File: src/rtl/mux_scan_pkg.sv
// mux_scan_pkg: shared constants and state encoding for the mux scan controller
package mux_scan_pkg;
  localparam int NUM_CH = 4;
  localparam int SEL_W = 2;
  localparam logic [1:0] ST_IDLE = 2'd0;
  localparam logic [1:0] ST_SETTLE = 2'd1;
  localparam logic [1:0] ST_DONE = 2'd2;
endpackage

File: src/rtl/mux_scan_next.sv
// mux_scan_next: lowest enabled channel above cur, or lowest enabled overall when from_none
module mux_scan_next
  import mux_scan_pkg::*;
(
  input  logic [NUM_CH-1:0] mask,
  input  logic [SEL_W-1:0]  cur,
  input  logic              from_none,
  output logic [SEL_W-1:0]  nxt,
  output logic              found
);
  always_comb begin
    nxt = '0;
    found = 1'b0;
    for (int i = NUM_CH - 1; i >= 0; i--)
      if (mask[i] && (from_none || i > int'(cur))) begin
        nxt = SEL_W'(i);
        found = 1'b1;
      end
  end
endmodule

File: src/rtl/mux_scan_ctrl.sv
// mux_scan_ctrl: steps a 4:1 mux select over enabled channels, settles, and captures one bit per channel
module mux_scan_ctrl #(
  parameter int SETTLE_W = 4,
  parameter int NUM_CH = 4
) (
  input  logic                           clk,
  input  logic                           rst_n,
  input  logic                           start,
  input  logic [NUM_CH-1:0]              mask,
  input  logic [SETTLE_W-1:0]            settle,
  input  logic                           y_in,
  output logic [mux_scan_pkg::SEL_W-1:0] s,
  output logic [NUM_CH-1:0]              result,
  output logic                           busy,
  output logic                           done
);
  import mux_scan_pkg::*;
  logic [1:0] state;
  logic [NUM_CH-1:0] mask_q;
  logic [SETTLE_W-1:0] settle_q, cnt;
  logic [SEL_W-1:0] nxt;
  logic found, idle;
  assign idle = state == ST_IDLE;
  assign busy = !idle;
  assign done = state == ST_DONE;
  mux_scan_next u_next (
    .mask      (idle ? mask : mask_q),
    .cur       (s),
    .from_none (idle),
    .nxt       (nxt),
    .found     (found)
  );
  always_ff @(posedge clk or negedge rst_n)
    if (!rst_n) begin
      state <= ST_IDLE;
      s <= '0;
      result <= '0;
      cnt <= '0;
      mask_q <= '0;
      settle_q <= '0;
    end else
      case (state)
        ST_IDLE:
          if (start) begin
            mask_q <= mask;
            settle_q <= settle;
            result <= '0;
            cnt <= settle;
            if (found) s <= nxt;
            state <= found ? ST_SETTLE : ST_DONE;
          end
        ST_SETTLE:
          if (cnt != '0) cnt <= cnt - 1'b1;
          else begin
            result[s] <= y_in;
            if (found) begin
              s <= nxt;
              cnt <= settle_q;
            end else state <= ST_DONE;
          end
        default: state <= ST_IDLE;
      endcase
endmodule

File: config.mk
export PLATFORM = sky130hd
export DESIGN_NAME = mux_scan_ctrl
export DESIGN_NICKNAME = d
export VERILOG_FILES = /design/src/rtl/mux_scan_pkg.sv /design/src/rtl/mux_scan_next.sv /design/src/rtl/mux_scan_ctrl.sv
export SDC_FILE = /design/constraint.sdc
export NUM_CORES = 1
export LEC_CHECK = 0
export CAP_MARGIN = 40
export CORE_ASPECT_RATIO = 0.75
export CORE_MARGIN = 1.5
export CORE_UTILIZATION = 45
export DETAILED_ROUTE_END_ITERATION = 7
export GPL_ROUTABILITY_DRIVEN = 0
export GPL_TIMING_DRIVEN = 0
export PLACE_DENSITY = 0.8
export SETUP_SLACK_MARGIN = 0.1
export SLEW_MARGIN = 10
export SYNTH_ARGS = -nofsm -noshare
export SYNTH_HDL_FRONTEND = slang
export SYNTH_HIERARCHICAL = 1
export SYNTH_SLANG_ARGS = --single-unit
export TNS_END_PERCENT = 10
File: constraint.sdc
create_clock -name clk -period 4.93 [get_ports clk]
set_input_delay 1.479 -clock clk [delete_from_list [all_inputs] [get_ports clk]]
set_output_delay 1.479 -clock clk [all_outputs]
set_load 0.02 [all_outputs]
==> flow_metrics.py <==
metrics = {
    "timing": {
        "setup_viol": 0,
        "rsz0062_at_grt": "no",
        "tightestPinTransition_ps": 494,
        "fin_ws_ps": 1590,
        "post-route-period-util_pct": 67.7,
        "fin_skew_ps": 4.86,
        "finalHoldViolCount": 0,
        "period_minus_slack_ps": 3340,
        "max_slew_margin_pct": 66.7,
        "fin_tns_setup_ps": 0,
        "drv_slew": 0,
        "fmax_mhz": 300,
    },
    "clocking": {
        "clkSlewWorstSetupHoldPaths_ps": 110,
        "cts_buffers": 3,
        "cts_sinks": 20,
        "clkLatencyLatePin_ps": 300,
        "post_cts_buffers": 0,
        "cts.repair.resized": 0,
        "postCtsHoldBufs": 0,
        "clock_path_buffers": 2,
        "cts_root_buf": "clkbuf_4",
        "cts_tree": "done",
        "htree_num_levels": 1,
    },
    "die": {
        "die_width_um": 60.9,
        "rows": 15,
        "start_util_pct": 48.2,
        "die_h_um": 46.4,
        "io_pins": 20,
        "dieArea_um2": 2820,
        "core_um2": 2350,
    },
    "final_layout": {
        "final_nets": 151,
        "seq_area_um2": 500,
        "multiInputGateArea_um2": 579,
        "n_fill_cell": 219,
        "insertedDiodeCount": 0,
        "area_growth_pct": 25.1,
        "drive_gt1_share_pct": 16.8,
    },
    "synthesis": {
        "synth_area_um2": 1130,
        "synth_top_area_cell": "dfrtp_1",
        "ys_types": 38,
        "ys_warn_count": 6,
        "ys_ff_latch": 20,
        "netlist_instances": 113,
        "yosysTopAreaCellShare_pct": 44.3,
        "yosysSeqAreaShare_pct": 44.3,
        "syn_avg_cell_area_um2": 10.0,
        "synthesis.nets": 126,
        "synth_area_leaders": "dfrtp_1 44%, mux2_2 11%, a21oi_1 3.5%",
    },
    "routing": {
        "wl_per_cell_um": 12.8,
        "drc": 0,
        "drtIter0Drc": 20,
        "viasPerCell": 5.30,
        "route.final.wire_length_um": 2190,
        "ant_nets": 0,
        "drtPass1Iterations": 4,
        "num_vias": 907,
    },
    "global_route": {
        "grt_pass1_wl_um": 3590,
        "grt.total_usage_pct": 17.9,
        "global_route.overflow_total": 0,
        "grt_max_degree": 17,
        "antenna_found_initial": 0,
        "grt_pass1_vias": 826,
    },
    "pwr": {
        "p_leak_nw": 0.614,
        "max-vdd-ir-drop_mv": 0.281,
        "power.density_nw_per_um2": 672,
    },
    "placed_design": {
        "port_buffers": 19,
        "hpwlAfterDp_um": 1690,
        "pre_cts_ws_ps": 1450,
    },
    "setup_path": {
        "criticalPathCategory": "reg2out",
        "crit_arrival_ps": 1860,
        "worstPathRequired_ps": 3450,
        "cp-end-kind": "primary output",
        "reg2reg_slack_ps": 2380,
        "start_kind": "flip-flop",
        "cp_max_fo": 11,
    },
    "job": {
        "cap_violations": 0,
    },
    "hold_path": {
        "hold_path_class": "reg2reg",
    },
    "outcome": {
        "outcome": "finished, final reports clean",
    },
}
synthesized netlist by cell type, drive strengths merged:
cell     count
o21bai       2
o22ai        2
o31ai        1
nor3         2
nor3b        1
or4          1
inv          9
a31oi        1
or3b         1
or3          1
nor2b        3
a22oi        1
nand2        6
o21ba        1
o21a         1
nand4bb      1
mux2i        1
and2         1
nor2         8
mux2        13
a211o        1
o21ai        7
nor4b        1
or2          1
ha           1
a2bb2oi      1
o211ai       1
buf          2
nand2b       5
a21o         2
a22o         2
o311ai       1
nand3        3
dfrtp       20
a21oi        8
stage by stage:
stage                     area (um^2)  utilization [%]  power (mW)  instances  hold WS [ps]
after floorplan                  1130                -       0.710        113           477
after global placement           1360             58.1       0.837        166           485
after detailed placement         1380             58.7       0.860        167           495
after CTS                        1410             60.3       0.958        171           521
after global routing             1410             60.3        1.04        171           552
final                            1410             60.3       0.949        171           513
cell families after synthesis:
family,count (synthesis),share of synthesized area (%)
adder cells (fa/ha/maj),1,1.11
buffers and inverters,11,4.43
flip-flops,20,44.3
multiplexers,14,14.5
AO/OA/AOI/OAI,32,18.4
AND/OR/NAND/NOR,35,17.3
final cells by class:
cell class | count | area share (%)
Inverter | 9 | 2.39
Sequential cell | 20 | 35.4
Timing Repair Buffer | 20 | 14.5
Multi-Input combinational cell | 82 | 41.0
Buffer | 2 | 1.15
Clock buffer | 4 | 2.57
Tap cell | 34 | 3.01
per-layer routing:
layer | part of all wire (%) | global-route usage (%) | vias up
li1 | - | - | 455
met1 | 48 | 21.0 | 433
met2 | 46 | 29.2 | 17
met3 | 4.6 | 6.46 | 2
met4 | 1.0 | 8.70 | 0
met5 | 0 | 0 | -
placed cells by master (no fill, tap or decap), types with 2 or more instances in the layout:
master            n
o22ai_1           2
clkdlybuf4s50_1  19
a21oi_1           8
o21ai_0           7
a22o_1            2
nor3_1            2
mux2_4            2
a21o_1            2
o21bai_1          2
nand2b_1          5
nor2_1            7
nor2b_1           3
clkbuf_4          3
nand2_1           6
nand3_1           3
mux2_2           11
inv_1             9
dfrtp_1          20
final timing paths:
check                                from        end  depth (start not counted)
worst min-delay path            result[0]  result[0]                          2
max in group asynchronous           rst_n       s[0]                          2
worst max register to register   state[0]       s[0]                          9
worst min register to register  result[0]  result[0]                          2
min in group asynchronous           rst_n  mask_q[1]                          1
worst max-delay path             state[0]       busy                          4
flip-flops by register name (all words and copies together) (netlist names):
name and cells:
cnt 4, mask_q 4, result 4, settle_q 4, s 2, state 2
where the power goes:
| group | switching, mW | internal (mW) |
|---|---|---|
| clock network | 0.0502 | 0.0451 |
| registers | 0.0719 | 0.243 |
| logic | 0.261 | 0.278 |
critical path, cell delays in order (launching register included):
cell and delay [ps]:
dfrtp_1 420, buf_6 150, nor2_2 350, inv_1 80, clkdlybuf4s50_1 550
No activity file was read; power rests on OpenSTA's default activity.
